<file path="src/rtl/dds_pkg.sv">
// Shared constants and elaboration-time helpers for the DDS sine source.
//   - quadrant encodings of the two MSBs of the truncated phase
//   - AMP_UNITY: amplitude word meaning unity gain (also the clamp ceiling)
//   - mid_scale(): offset-binary zero level for a given output width
//   - sine_q(): quarter-wave ROM contents, evaluated as constants only
package dds_pkg;

    localparam logic [1:0] QUAD_0 = 2'd0;
    localparam logic [1:0] QUAD_1 = 2'd1;
    localparam logic [1:0] QUAD_2 = 2'd2;
    localparam logic [1:0] QUAD_3 = 2'd3;

    localparam int unsigned AMP_UNITY = 256;
    localparam int unsigned AMP_SHIFT = 8;

    localparam real PI = 3.14159265358979323846;

    function automatic int unsigned mid_scale(input int unsigned out_w);
        return 32'd1 << (out_w - 1);
    endfunction

    // Half-LSB phase offset makes entry a and its mirror ~a describe the same
    // magnitude, so quadrant folding needs no duplicated entries.
    function automatic int unsigned sine_q(input int unsigned a, input int unsigned addr_w,
                                           input int unsigned out_w);
        real peak;
        real x;
        peak = real'((32'd1 << (out_w - 1)) - 1);
        x    = (PI / 2.0) * (real'(a) + 0.5) / real'(32'd1 << addr_w);
        return $unsigned($rtoi(peak * $sin(x) + 0.5));
    endfunction

endpackage

</file>
<file path="src/rtl/sine_quarter_rom.sv">
// Synchronous-read quarter-wave sine ROM, 2^ADDR_W entries of OUT_W-1 bits.
// Ports:
//   clk   - clock
//   rst_n - synchronous active-low reset, clears the read register
//   addr  - folded quarter-wave address
//   data  - registered magnitude, valid one edge after addr
module sine_quarter_rom
    import dds_pkg::*;
#(
    parameter int unsigned ADDR_W = 8,
    parameter int unsigned OUT_W  = 10
) (
    input  logic              clk,
    input  logic              rst_n,
    input  logic [ADDR_W-1:0] addr,
    output logic [OUT_W-2:0]  data
);

    localparam int unsigned DEPTH = 1 << ADDR_W;

    logic [OUT_W-2:0] table_w [DEPTH];

    for (genvar i = 0; i < DEPTH; i++) begin : g_rom
        localparam int unsigned VAL = sine_q(i, ADDR_W, OUT_W);
        assign table_w[i] = VAL[OUT_W-2:0];
    end

    always_ff @(posedge clk) begin
        if (!rst_n) begin
            data <= '0;
        end else begin
            data <= table_w[addr];
        end
    end

endmodule

</file>
<file path="src/rtl/dds_sine_gen.sv">
// DDS sine source: phase accumulator, phase offset, quarter-wave LUT with
// quadrant folding, amplitude scaling, 4-stage registered datapath.
// Ports:
//   clk, rst_n   - clock, synchronous active-low reset
//   en           - advance accumulator; marks the resulting sample valid
//   freq_word    - tuning word, captured into shadow on update
//   phase_offset - offset in truncated-phase units, captured on update
//   update       - one-cycle shadow load strobe
//   sync_clr     - clear accumulator to 0
//   amp          - amplitude (256 = unity, larger values clamp)
//   data_out     - offset-binary sample, held while data_valid=0
//   data_valid   - data_out came from an en=1 accumulator cycle
//   wrap         - one-cycle pulse on accumulator carry-out
module dds_sine_gen
    import dds_pkg::*;
#(
    parameter int unsigned PHASE_W    = 24,
    parameter int unsigned LUT_ADDR_W = 8,
    parameter int unsigned OUT_W      = 10,
    parameter int unsigned AMP_W      = 9
) (
    input  logic                  clk,
    input  logic                  rst_n,
    input  logic                  en,
    input  logic [PHASE_W-1:0]    freq_word,
    input  logic [LUT_ADDR_W+1:0] phase_offset,
    input  logic                  update,
    input  logic                  sync_clr,
    input  logic [AMP_W-1:0]      amp,
    output logic [OUT_W-1:0]      data_out,
    output logic                  data_valid,
    output logic                  wrap
);

    localparam int unsigned      P_W     = LUT_ADDR_W + 2;
    localparam int unsigned      PROD_W  = OUT_W + AMP_W + 1;
    localparam int unsigned      MID_I   = mid_scale(OUT_W);
    localparam logic [OUT_W-1:0] MID     = MID_I[OUT_W-1:0];
    localparam logic [AMP_W-1:0] AMP_MAX = AMP_W'(AMP_UNITY);

    // Accumulator and shadow registers
    logic [PHASE_W-1:0] acc_q, fw_sh_q;
    logic [P_W-1:0]     ofs_sh_q;
    logic               vld0_q;
    logic [PHASE_W:0]   acc_sum;

    assign acc_sum = {1'b0, acc_q} + {1'b0, fw_sh_q};

    // The accumulator uses the old shadow word at the edge that loads a new one.
    always_ff @(posedge clk) begin
        if (!rst_n) begin
            acc_q    <= '0;
            fw_sh_q  <= '0;
            ofs_sh_q <= '0;
            vld0_q   <= 1'b0;
            wrap     <= 1'b0;
        end else begin
            if (update) begin
                fw_sh_q  <= freq_word;
                ofs_sh_q <= phase_offset;
            end
            vld0_q <= en;
            if (sync_clr) begin
                acc_q <= '0;
                wrap  <= 1'b0;
            end else if (en) begin
                acc_q <= acc_sum[PHASE_W-1:0];
                wrap  <= acc_sum[PHASE_W];
            end else begin
                wrap  <= 1'b0;
            end
        end
    end

    // Stage 1: truncate, offset, fold into first quadrant
    logic [P_W-1:0]        phase_t;
    logic [1:0]            quad;
    logic [LUT_ADDR_W-1:0] idx, addr_d, addr_q;
    logic                  neg1_q, vld1_q;

    assign phase_t = acc_q[PHASE_W-1 -: P_W] + ofs_sh_q;
    assign quad    = phase_t[P_W-1 -: 2];
    assign idx     = phase_t[LUT_ADDR_W-1:0];

    always_comb begin
        addr_d = idx;
        if (quad == QUAD_1 || quad == QUAD_3) begin
            addr_d = ~idx;
        end
    end

    always_ff @(posedge clk) begin
        if (!rst_n) begin
            addr_q <= '0;
            neg1_q <= 1'b0;
            vld1_q <= 1'b0;
        end else begin
            addr_q <= addr_d;
            neg1_q <= quad[1];
            vld1_q <= vld0_q;
        end
    end

    // Stage 2: ROM read
    logic [OUT_W-2:0] rom_data;
    logic             neg2_q, vld2_q;

    sine_quarter_rom #(
        .ADDR_W (LUT_ADDR_W),
        .OUT_W  (OUT_W)
    ) u_rom (
        .clk   (clk),
        .rst_n (rst_n),
        .addr  (addr_q),
        .data  (rom_data)
    );

    always_ff @(posedge clk) begin
        if (!rst_n) begin
            neg2_q <= 1'b0;
            vld2_q <= 1'b0;
        end else begin
            neg2_q <= neg1_q;
            vld2_q <= vld1_q;
        end
    end

    // Stage 3: sign restore and amplitude scaling (arithmetic shift floors)
    logic signed [OUT_W-1:0]  mag, smp;
    logic [AMP_W-1:0]         amp_c;
    logic signed [PROD_W-1:0] prod_full, prod_sh;
    logic [OUT_W-1:0]         prod_q;
    logic                     vld3_q;
    logic                     unused_prod;

    assign mag         = $signed({1'b0, rom_data});
    assign smp         = neg2_q ? -mag : mag;
    assign amp_c       = (amp > AMP_MAX) ? AMP_MAX : amp;
    assign prod_full   = PROD_W'(smp) * PROD_W'($signed({1'b0, amp_c}));
    assign prod_sh     = prod_full >>> AMP_SHIFT;
    assign unused_prod = ^prod_sh[PROD_W-1:OUT_W];

    always_ff @(posedge clk) begin
        if (!rst_n) begin
            prod_q <= '0;
            vld3_q <= 1'b0;
        end else begin
            prod_q <= prod_sh[OUT_W-1:0];
            vld3_q <= vld2_q;
        end
    end

    // Stage 4: offset-binary output, held across bubbles
    always_ff @(posedge clk) begin
        if (!rst_n) begin
            data_out   <= MID;
            data_valid <= 1'b0;
        end else begin
            data_valid <= vld3_q;
            if (vld3_q) begin
                data_out <= prod_q + MID;
            end
        end
    end

endmodule

</file>
<file path="config.mk">
export PLATFORM = sky130hd
export DESIGN_NAME = dds_sine_gen
export DESIGN_NICKNAME = d
export VERILOG_FILES = /design/src/rtl/dds_pkg.sv /design/src/rtl/sine_quarter_rom.sv /design/src/rtl/dds_sine_gen.sv
export SDC_FILE = /design/constraint.sdc
export NUM_CORES = 1
export LEC_CHECK = 0
export BUFFER_PORTS_ARGS = -buffer_cell sky130_fd_sc_hd__buf_2
export CAP_MARGIN = 30
export CORE_MARGIN = 1.5
export CORE_UTILIZATION = 53
export CTS_CLUSTER_SIZE = 8
export DETAILED_ROUTE_END_ITERATION = 8
export HOLD_SLACK_MARGIN = 0.05
export PLACE_DENSITY = 0.71
export SLEW_MARGIN = 20
export SYNTH_ARGS = -nofsm -noshare
export SYNTH_HDL_FRONTEND = slang
export SYNTH_SLANG_ARGS = --single-unit
</file>
<file path="constraint.sdc">
create_clock -name clk -period 10.7 [get_ports clk]
set_input_delay 2.14 -clock clk [delete_from_list [all_inputs] [get_ports clk]]
set_output_delay 2.14 -clock clk [all_outputs]
set_load 0.01 [all_outputs]
</file>
==> metrics.yaml <==
floorplanning:
  coreArea_um2: 18800
  die_y_um: 141
  die_w_um: 141
  fp.dieArea_um2: 20000
  ioPinCount: 60
  start_util_pct: 54.1
  rows: 50
logic_synthesis:
  synth_adder_area_share_pct: 24.9
  seq_area_frac_synth_pct: 20.3
  yosysWarnings: 0
  async_reset_ff_share_pct: 0
  synth-xor-area-share_pct: 4.81
  synth-edff-count: 0
  synth.cell_area_um2: 10200
  synthSimpleGateAreaFrac_pct: 18.8
  avgSynthCellArea_um2: 8.03
  synth_compound_area_share_pct: 17.6
  synthMuxAreaShare_pct: 6.50
  synth_seq_cells: 103
  syn_inst: 1265
  syn-num-nets: 1471
  ys.flop_type: "dfxtp_1"
  ys_types: 71
  synth_top_family_by_area: "adder cells"
cts:
  numCtsBuffers: 9
  hold_buffers: 0
  cts_tree: "done"
  cts_setup_buffers: 0
  clkTransAtPathRegs_ps: 70
  cts_root_buf: "clkbuf_16"
  insertion_delay_ps: 350
  cts_resized: 0
  ctsLongestPathBuffers: 2
  clock-sinks: 103
  htree_levels: 3
route:
  wl_um: 24100
  dr_total_vias: 8809
  firstDrtPassIters: 5
  drc_errors: 0
  viasPerCell: 5.81
  drtIter0Drc: 540
  routedWlPerCell_um: 15.9
  ant_nets: 0
timing:
  min_period_ps: 7600
  hold_slack_ps: 437
  rsz0062_at_grt: "no"
  worst_pin_slew_ps: 877
  fin_ws_ps: 3100
  hold_viol: 0
  period_share_pct: 71.0
  slew_headroom_pct: 41.1
  max_clock_freq_mhz: 132
  setup_viol: 0
  drv_slew: 0
  skew_ps: 10.0
  tns_ps: 0
power_and_ir_drop:
  finalPower_mw: 1.32
  p_leak_nw: 5.09
  ir_worst_vdd_uv: 69.9
  p_int_uw: 811
  seq_power_share_pct: 33.4
  comb_power_share_pct: 41.2
  p_per_area_nw_per_um2: 121
  switching_power_uw: 504
  netSwitchingFraction_pct: 38.3
  p_clk_share_pct: 25.4
run:
  cap_violations: 0
placed_design:
  port_buffers: 59
  placed_cells: 1499
  hpwl_um: 17600
  place_congestion: 0.894
  placed_area_um2: 10600
  pre_cts_ws_ps: 2780
layout:
  final_cells: 1516
  final_nets: 1483
  area_growth_pct: 7.09
  final_cell_mix: "nor2_1 (154), nand2_1 (120), inv_1 (118), dfxtp_1 (101)"
  finish.utilization_pct: 58.0
  final_common_cell: "nor2_1"
  fin_area_um2: 10900
  nFillCells: 1686
  seqCellArea_um2: 2060
  n_antenna_cell: 0
  multi_input_area_um2: 7380
  layout-drive-gt1-share_pct: 8.03
grt:
  grt_max_degree: 70
  grt_pass1_vias: 8444
  antenna_found_initial: 0
  overflow: 0
  grt_usage_pct: 25.1
  grt_pass1_wl_um: 40900
hold_path:
  hp-class: "reg -> reg"
run_status:
  status: "finished clean"
setup_path:
  crit_arrival_ps: 7820
  cp.required_ps: 10920
  cp-start-kind: "primary input"
  end_kind: "flip-flop"
  critPathMaxFanout: 23
  worstSetupPathType: "in -> reg"
  r2r_setup_slack_ps: 3830
-- cells by family (layout without fill, tap and decap cells) --
kind of cell    after synthesis  after routing
fa+ha+maj                   158            158
compound gates              275            275
flops                       103            103
mux                          63             63
xor+xnor                     55             55
buf+inv                     190            207
simple gates                421            421
-- area by class of cell --
cell class                      instances  share of cell area [%]
Clock buffer                           10                    2.10
Clock inverter                          6                   0.632
Inverter                              121                    4.17
Multi-Input combinational cell        972                    67.8
Sequential cell                       103                    19.0
Tap cell                              234                    2.69
Timing Repair Buffer                   70                    3.59
-- worst paths after layout --
check | start | endpoint | cells past startpoint
setup / recovery | amp[8] | prod_q[8]$_SDFF_PN0_ | 22
hold / removal | neg1_q$_SDFF_PN0_ | neg2_q$_SDFF_PN0_ | 1
hold reg to reg | neg1_q$_SDFF_PN0_ | neg2_q$_SDFF_PN0_ | 1
setup reg to reg | u_rom.data[0]$_SDFF_PN0_ | prod_q[8]$_SDFF_PN0_ | 26
-- sequential cells by signal (all words and copies together) (netlist names) --
| name | cells |
|---|---|
| acc_q | 24 |
| fw_sh_q | 24 |
| data_out | 10 |
| ofs_sh_q | 10 |
| prod_q | 10 |
| u_rom.data | 9 |
| addr_q | 8 |
| data_valid | 1 |
| neg1_q | 1 |
| neg2_q | 1 |
| vld0_q | 1 |
| vld1_q | 1 |
| vld2_q | 1 |
| vld3_q | 1 |
| wrap | 1 |
-- power groups by stage --
stage | clock, mW | sequential (mW) | combinational, mW
2_1_floorplan | 0 | 0.439 | 0.421
3_3_place_gp | 0 | 0.447 | 0.525
3_5_place_dp | 0 | 0.447 | 0.535
4_1_cts | 0.344 | 0.439 | 0.539
5_1_grt | 0.359 | 0.442 | 0.618
6_report | 0.335 | 0.439 | 0.542
-- layer usage --
| layer | routed length [µm] | vias to the layer above | track usage [%] |
|---|---|---|---|
| met5 | 0 | - | 0 |
| met4 | 430 | 0 | 7.49 |
| met3 | 1220 | 38 | 2.87 |
| met2 | 11500 | 277 | 42.0 |
| met1 | 11000 | 4162 | 34.2 |
| li1 | - | 4332 | - |
-- cell usage after synthesis, drive strengths merged (5+ instances only) --
master	n	share of area, %
a211oi	23	1.7
a21o	16	1.2
a21oi	84	4.1
a221oi	5	0.43
a311oi	5	0.43
a31oi	10	0.62
and2	22	1.4
buf	14	0.55
clkbuf	55	2.0
dfxtp	103	20
fa	74	15
ha	84	10
inv	118	4.4
mux2i	60	5.9
nand2	120	4.4
nand2b	17	1.0
nand3	15	0.74
nand4	6	0.37
nor2	154	5.7
nor2b	30	1.8
nor3	33	1.6
o211ai	15	1.1
o21a	7	0.52
o21ai	53	2.6
o22ai	6	0.37
o31a	5	0.43
o31ai	5	0.37
or3	6	0.37
xnor2	41	3.6
xor2	14	1.2
-- worst max-delay path, stage by stage --
cell and delay [ps]:
buf_2 210, nor2b_1 580, nand2_1 170, fa_1 560
inv_1 50, fa_1 500, inv_1 50, fa_1 480
inv_1 60, fa_1 540, inv_1 60, fa_1 530
inv_1 40, ha_1 200, nor2_1 130, and4_1 210
a221o_1 280, o21ai_2 140, o41a_2 440, a31oi_1 230
xor2_1 170, nor2_1 50
Note: power is estimated with default switching activity, not from simulation.
